$ cat src/rtl/state_reg_dwell_pkg.sv
// Shared constants for the vending-machine state register: default sizes and the state encoding.
package state_reg_pkg;

    localparam int DEF_WIDTH       = 4;
    localparam int DEF_DWELL_W     = 8;
    localparam int DEF_TIMEOUT_CYC = 200;

    // Controller state encoding, used for RESET_STATE and as next-state values.
    typedef enum logic [3:0] {
        IDLE     = 4'd0,
        COIN     = 4'd1,
        SELECT   = 4'd2,
        DISPENSE = 4'd3,
        REFUND   = 4'd4
    } vm_state_e;

endpackage

$ cat src/rtl/state_reg_dwell_sat_counter.sv
// Saturating up-counter with a synchronous zero and an all-ones flag; never wraps.
module sat_counter #(
    parameter int W = 8
) (
    input  logic         clk,
    input  logic         rst_n,
    input  logic         zero,
    input  logic         inc,
    output logic [W-1:0] count,
    output logic         all_ones
);

    localparam logic [W-1:0] ONE = {{(W-1){1'b0}}, 1'b1};

    assign all_ones = &count;

    always_ff @(posedge clk or negedge rst_n) begin
        if (!rst_n) begin
            count <= '0;
        end else if (zero) begin
            count <= '0;
        end else if (inc && !all_ones) begin
            count <= count + ONE;
        end
    end

endmodule

$ cat src/rtl/state_reg_dwell.sv
// Current-state register with previous-state capture, change pulse and dwell counter.
// Optional one-shot dwell timeout is built only when STATE_REG_TIMEOUT_EN is defined.
module state_reg_dwell
    import state_reg_pkg::*;
#(
    parameter int                 WIDTH       = DEF_WIDTH,
    parameter logic [WIDTH-1:0]   RESET_STATE = WIDTH'(IDLE),
    parameter int                 DWELL_W     = DEF_DWELL_W,
    parameter int                 TIMEOUT_CYC = DEF_TIMEOUT_CYC
) (
    input  logic               clk,
    input  logic               rst_n,
    input  logic               en,
    input  logic               clr,
    input  logic [WIDTH-1:0]   ns,
    output logic [WIDTH-1:0]   cs,
    output logic [WIDTH-1:0]   ps,
    output logic               changed,
    output logic [DWELL_W-1:0] dwell,
    output logic               dwell_sat,
    output logic               timeout
);

    logic             load;
    logic [WIDTH-1:0] next_cs;
    logic             cs_change;

    // Clear wins over enable; a load of the current value is not a change.
    always_comb begin
        load      = clr | en;
        next_cs   = clr ? RESET_STATE : ns;
        cs_change = load && (next_cs != cs);
    end

    always_ff @(posedge clk or negedge rst_n) begin
        if (!rst_n) begin
            cs      <= RESET_STATE;
            ps      <= RESET_STATE;
            changed <= 1'b0;
        end else begin
            changed <= cs_change;
            if (load) begin
                cs <= next_cs;
                ps <= cs;
            end
        end
    end

    sat_counter #(
        .W(DWELL_W)
    ) u_dwell (
        .clk      (clk),
        .rst_n    (rst_n),
        .zero     (cs_change),
        .inc      (1'b1),
        .count    (dwell),
        .all_ones (dwell_sat)
    );

`ifdef STATE_REG_TIMEOUT_EN
    localparam logic [DWELL_W-1:0] TIMEOUT_PRE = DWELL_W'(TIMEOUT_CYC - 1);

    // The count passes TIMEOUT_CYC-1 only once per dwell period, so this cannot re-fire.
    always_ff @(posedge clk or negedge rst_n) begin
        if (!rst_n) begin
            timeout <= 1'b0;
        end else begin
            timeout <= !cs_change && (dwell == TIMEOUT_PRE);
        end
    end
`else
    assign timeout = 1'b0;
`endif

endmodule

$ cat config.mk
export PLATFORM = sky130hd
export DESIGN_NAME = state_reg_dwell
export DESIGN_NICKNAME = d
export VERILOG_FILES = /design/src/rtl/state_reg_dwell_pkg.sv /design/src/rtl/state_reg_dwell_sat_counter.sv /design/src/rtl/state_reg_dwell.sv
export SDC_FILE = /design/constraint.sdc
export NUM_CORES = 1
export LEC_CHECK = 0
export CAP_MARGIN = 20
export CORE_ASPECT_RATIO = 1.25
export CORE_MARGIN = 2
export CORE_UTILIZATION = 41
export DETAILED_ROUTE_END_ITERATION = 10
export PLACE_DENSITY = 0.77
export SLEW_MARGIN = 25
export SYNTH_ARGS = -nofsm -noshare
export SYNTH_HDL_FRONTEND = slang
export SYNTH_SLANG_ARGS = --single-unit
$ cat constraint.sdc
create_clock -name clk -period 1.5 [get_ports clk]
set_clock_uncertainty 0.15 [all_clocks]
set_input_delay 0.15 -clock clk [delete_from_list [all_inputs] [get_ports clk]]
set_output_delay 0.15 -clock clk [all_outputs]
set_load 0.02 [all_outputs]
### Word level (Yosys, flattened, before mapping)

Cells that the tools add are included.

* register bits: 17
* input bits: 8
* output and inout bits: 19
* logic and storage cells: 13

* $add $sub $neg: 1
* equal/unequal tests: 2
* multiplexer cells: 3
* bitwise logic cells: 1
* reduce and logical (&&, ||, !) cells: 2

Operators with widths (count)
* 8-bit two-way mux: 2
* 8-bit by 1-bit adder with 8-bit output (second input constant): 1
* 8-bit AND reduction: 1
* 4-bit two-way mux: 1
* 4-bit inequality test: 1
* 2-bit by 1-bit inequality test with 1-bit output (second input constant): 1
* 1-bit logical AND: 1
* 1-bit bitwise OR: 1

### Logic depth before layout (Yosys ltp)

* depth in word-level cells: 4
* mapped depth: 6

### Cells and area by module

A second synthesis with hierarchy kept.

* cell total of the unflattened synthesis: 86
* area, all modules: 950.9 um^2

Modules (own cells, without submodules)
* sat_counter: times used 1, cells each 45, area each 475.5 um^2
* state_reg_dwell: times used 1, cells each 41, area each 475.5 um^2

### Worst setup path before layout

Ideal clock, no wire load.

* path kind: flip-flop to flip-flop
* start point: register u_dwell.count[0]
* end point: register u_dwell.count[1]
* arrival time: 1.502 ns
* required time: 1.210 ns
* path slack: -0.292 ns
* cell stages (with the launch flop): 6
* path buffers: 0
* period minus slack after synthesis: 1.792 ns
* path through: dfrtp_1 -> ha_1 -> nand3_1 -> nor2_2 -> mux2i_1 -> nor3_1

RTL lines
* start: declaration: line state_reg_dwell_sat_counter.sv:9 `output logic [W-1:0] count,`
* start signal: assignment: line state_reg_dwell_sat_counter.sv:23 `count <= count + ONE;`
* 8-bit AND reduction: line state_reg_dwell_sat_counter.sv:15 `assign all_ones = &count;`
* via dwell_sat: line state_reg_dwell.sv:20 `output logic dwell_sat,`
* 2-bit by 1-bit inequality test with 1-bit output (no source line)

The timed path passes the listed nets, and every way through them passes these cells. The select of a mux whose other input is x is not followed.
A chain may end at the register's enable or synchronous reset.

### Worst setup path in the final report

* start point: register u_dwell.count[6]
* end point: register u_dwell.count[5]

* word-level cells in the longest chain between the ends: 2

RTL lines (line)
* 8-bit AND reduction: state_reg_dwell_sat_counter.sv:15
* 2-bit by 1-bit inequality test with 1-bit output (no source line)

Every way passes these cells.

==> impl_metrics.json <==
{
  "status": "complete, but fails checks",
  "violations": "setup timing",
  "dpl.hpwl_mm": 1.73,
  "dieArea_um2": 2610,
  "yosys_register_bits": 17,
  "grt_usage_pct": 21.1,
  "place.port_buffers": 25,
  "final_cell_area_um2": 1500,
  "power_per_cell_area_nw_per_um2": 713,
  "yosys_warnings": 0,
  "final_nets": 145,
  "grt_pass1_vias": 913,
  "drive_gt1_share_pct": 47.4,
  "synth_area_um2": 907,
  "initial_utilization_pct": 42.4,
  "fillers": 169,
  "synth-async-reset-ratio_pct": 100,
  "first_pass_iters": 4,
  "synthFlopType": "dfrtp_1",
  "dr_total_vias": 864,
  "drt_iter0_drc": 19,
  "end_kind": "flip-flop",
  "rsz0062_at_grt": "yes",
  "synthCells": 83,
  "core_um2": 2140,
  "multi_input_area_um2": 569,
  "ys_seq_area_share_pct": 46.9,
  "start_kind": "flip-flop",
  "numCtsBuffers": 3,
  "ys_types": 36,
  "die_x_um": 46.1,
  "wl_met3_um": 78,
  "ff_latch_area_um2": 435,
  "grt_start_max_net_pins": 18,
  "antenna_found_initial": 0,
  "diodes": 0,
  "die_h_um": 56.6,
  "area_growth_pct": 65.7,
  "drt-met1-wl_um": 908,
  "grt-ovfl-total": 0,
  "hold_class": "input port to async pin",
  "synth_edf_count": 0,
  "syn_avg_cell_area_um2": 10.9,
  "io_pins": 27,
  "setup-violations-final": 7,
  "cts_tree": "done",
  "slew_viol_final": 0,
  "fin_crit_sh_pct": 104,
  "clk_path_buf_depth": 2,
  "path_clk_slew_ns": 0.09,
  "final_common_cell": "buf_4",
  "vias_per_cell": 5.54,
  "max_freq_ghz": 0.640,
  "rows": 19,
  "critPathKind": "flip-flop to flip-flop",
  "fin_crit_ns": 1.56,
  "wl_per_cell_um": 15.7,
  "grt_pass1_wl_mm": 4.04,
  "cts-htree-levels": 1,
  "clk_latency_ns": 0.28,
  "detail-route-antenna-nets": 0,
  "hold_viol": 0,
  "timing.rr.start": "u_dwell.count[6]",
  "setup-tns-final_ns": -0.375,
  "required_ns": 1.51,
  "startpoint": "u_dwell.count[6]",
  "wl_mm": 2.44,
  "final_cell_mix": "25 x buf_4, 12 x dlygate4sd2_1, 9 x dfrtp_1",
  "top_layer": "met4",
  "synth_fp_nets": 92,
  "leakagePower_nw": 0.672,
  "fin_ws_ns": -0.0616,
  "route.detailed.drc": 0,
  "dpl-instance-area_um2": 1350,
  "place.gp.congestion": 0.846,
  "clock_sinks": 17,
  "fin_hold_ws_ns": 0.0489,
  "crit_fanout": 4,
  "cts_root_buf": "clkbuf_4",
  "maxCapViolCount": 0,
  "cp.arrival_ns": 1.57,
  "ir_worst_vdd_v": 0.000685,
  "met2_length_mm": 1.42
}
## worst max-delay path, stage by stage (launching register included)
cell	delay (ns)
dfrtp_1	0.36
nand4_1	0.21
buf_4	0.22
o211ai_1	0.23
xor2_1	0.19
nor3_1	0.07
## sequential cells by signal, summed over array words and instances (netlist names)
signal and flops:
changed 1, cs 4, ps 4, u_dwell.count 8
## per-stage QoR
step	setup slack, ns	std cells	power, mW	utilization, %
3_3_place_gp	-0.240	144	0.801	62.9
3_5_place_dp	-0.307	144	0.813	62.9
4_1_cts	-0.0680	154	1.07	68.1
5_1_grt	-0.118	156	1.12	70.2
2_1_floorplan	-0.0390	83	0.672	-
6_report	-0.0616	156	1.07	70.2
## path summary, 6_finish.rpt
check | endpoint | slack (ns) | cells past startpoint
max | u_dwell.count[5] | -0.06 | 5
min | changed | 0.05 | 2
max reg2reg | u_dwell.count[5] | -0.06 | 5
min reg2reg | ps[2] | 0.33 | 2
max in group asynchronous | u_dwell.count[1] | 0.96 | 2
min in group clk | ps[2] | 0.33 | 2
## kinds of logic after synthesis
family                     count (synthesis)  share of synthesized area [%]
AOI/OAI and AO/OA                         16                           15.2
xor gates and xnor gates                   3                           2.90
adders and majority gates                  1                           1.38
buffers and inverters                      8                           4.83
DFF                                       17                           46.9
muxes                                      7                           8.00
other                                      1                          0.413
and+or+nand+nor                           30                           20.4
## per-layer routing
layer,global-route usage (%),vias up
li1,-,412
met1,23.7,420
met2,38.7,26
met3,1.29,6
met4,8.16,0
met5,0,-
## power by group
group	internal [mW]	switching [mW]	leakage, nW
Combinational	0.149	0.174	0.441
Clock	0.103	0.130	0.0150
Sequential	0.490	0.0250	0.215
Total	0.742	0.329	0.672
## Yosys cell counts (3+ instances only)
library cell / n / share of area, %
dfrtp_1: 17 / 47
inv_1: 3 / 1.2
mux2i_1: 5 / 5.5
o21ai_0: 4 / 2.2
nor3_1: 6 / 3.3
nor2_1: 5 / 2.1
nand2_1: 3 / 1.2
xor2_1: 3 / 2.9
## final cells by class
class | count | area share (%)
clock buffer | 4 | 1.75
multi-input combinational | 59 | 37.9
tap | 21 | 1.75
sequential | 17 | 29.0
timing repair buffer | 51 | 28.6
inverter | 4 | 0.999
## repair_timing
action | 4_1_cts | 5_1_grt
gates cloned | 1 | 0
pin swaps | 8 | 4
hold buffers | 0 | 0
resized for setup | 31 | 13
endpoints found under the setup margin | 25 | 16
setup buffers | 5 | 2
Power figures use the tool's default switching activity.
==> variant, RTL diff (same settings) <==
`DEF_WIDTH`: 4 -> 6.
--- a/src/rtl/state_reg_dwell_pkg.sv
+++ b/src/rtl/state_reg_dwell_pkg.sv
@@ -3,3 +3,3 @@
 
-    localparam int DEF_WIDTH       = 4;
+    localparam int DEF_WIDTH       = 6;
     localparam int DEF_DWELL_W     = 8;
Ports: changed (resized cs, ns and ps); port bits go from 27 to 33. The function was not compared with the original's and may differ.
==> variant against the unedited design <==
The flow still finishes with violations (setup timing). Design area grew 17%. Worst setup slack worse by 0.085 ns. Utilization is 2.0 points higher. Area after synthesis grew 15%. Die area is 14% higher. Power up 19%. Sequential cell count up 4. Wire length up 9.1%. Critical path type unchanged. Largest cell class unchanged. Largest power group unchanged.
==> variant: results <==
[outcome]
status = "finished, violations left"
violations = "setup timing"

[power_and_ir_drop]
ir_worst_vdd_mv = 0.617
p_leak_nw = 0.825

[cts]
cts.reportedPaths.clkPinSlew_ns = 0.11
numCtsBuffers = 3
clock-root-buffer = "clkbuf_4"
worstSkewPairLatency_ns = 0.30
clk_path_buf_depth = 2
cts-htree-levels = 1

[synthesis]
synth_commonest_cells = "dfrtp_1 (21), inv_1 (9), mux2i_1 (9), nand2_1 (9), nor4_1 (9)"
ys_types = 29
yosys_warnings = 0
synthFlopType = "dfrtp_1"
ys_seq_area_frac = 0.504
synthTopCellsByArea = "dfrtp_1 (50%), mux2i_1 (8.6%), nor4_1 (5.4%)"
yosys.area.top_type_share = 0.504
synth_nets = 115
async_flop_share = 1.00
syn_inst = 104

[global_routing]
grtUsageTotal = 0.195
antenna_found_initial = 0
grt_pass1_wl_um = 4470
grt_max_degree = 22

[setup_path]
critPathMaxStageDelay_ns = 0.46
critPathSlowestCell = "dfrtp_2"
critPathMaxFanout = 8

[sta]
finalWorstSetupSlack_ns = -0.147
setup-tns-final_ns = -0.842
setup_violations = 9

[layout]
antenna_cells = 0
top_regs = "u_dwell.count x8, cs x6, ps x6"
layout.nets = 181
layout-drive-gt1-share = 0.444

[drt]
wl_um = 2670
dr.first_iter.drc_count = 16
num_vias = 1037
drt-wirelength-per-cell_um = 13.2
dr.pass1.iters = 4

[placed_design]
pre_cts_slack_ns = -0.271
hpwl_um = 2050
portBuffers = 31
gp_congestion = 0.811
dpl_cell_area_mm2 = 0.00163
dp.cells = 195

[worst_hold_path]
min_path_type = "input port to asynchronous set/reset pin"
variant: final cells by class:
type	instances	area, um2
Fill cell	191	673
Tap cell	33	41.3
Multi-Input combinational cell	69	582
Timing Repair Buffer	66	538
Sequential cell	21	533
Clock buffer	4	26.3
Inverter	9	33.8
variant: per-layer routing:
metal	vias up	track usage	routed length [um]
met3	6	0.0197	117
met2	36	0.407	1570
met1	497	0.204	954
met4	0	0.0612	23
met5	-	0	0
li1	498	-	-
variant: worst max-delay path: cells and delay by family, from the launching register on:
| kind | cells | cell delay [ns] |
|---|---|---|
| flops | 1 | 0.46 |
| buf+inv | 2 | 0.25 |
| compound gates | 2 | 0.41 |
| simple gates | 1 | 0.29 |
variant: report_power, final:
part | total, mW | switching (mW) | internal (mW) | leakage, nW
logic | 0.372 | 0.193 | 0.179 | 0.539
registers | 0.636 | 0.0312 | 0.604 | 0.272
clock network | 0.269 | 0.165 | 0.104 | 0.0150
total | 1.28 | 0.389 | 0.887 | 0.825
variant: cells by family (layout without fill, tap and decap cells):
group	after synthesis	count (layout)	synth area share
simple gates	35	35	0.173
flops	21	21	0.504
compound gates	19	19	0.122
buf+inv	14	79	0.0659
mux	9	9	0.0863
xor+xnor	4	4	0.0336
fa+ha+maj	1	1	0.0120
other cells	1	1	0.00359
variant: timing repair:
action | 4_1_cts | 5_1_grt
pin swaps | 6 | 2
buffers inserted | 1 | 2
endpoints found under the setup margin | 31 | 20
gates resized for setup | 38 | 28
variant: path summary, 6_finish.rpt:
check                                   from                           end  cells after the start  slack (ns)
hold / removal                         rst_n             cs[4]$_DFFE_PN0P_                      2        0.03
setup reg to reg           cs[2]$_DFFE_PN0P_  u_dwell.count[3]$_DFFE_PN0P_                      5       -0.15
hold reg to reg            ps[5]$_DFFE_PN0P_             ps[5]$_DFFE_PN0P_                      2        0.34
max in group asynchronous              rst_n             cs[5]$_DFFE_PN0P_                      2        0.95
min in group clk           ps[5]$_DFFE_PN0P_             ps[5]$_DFFE_PN0P_                      2        0.34
setup / recovery           cs[2]$_DFFE_PN0P_  u_dwell.count[3]$_DFFE_PN0P_                      5       -0.15
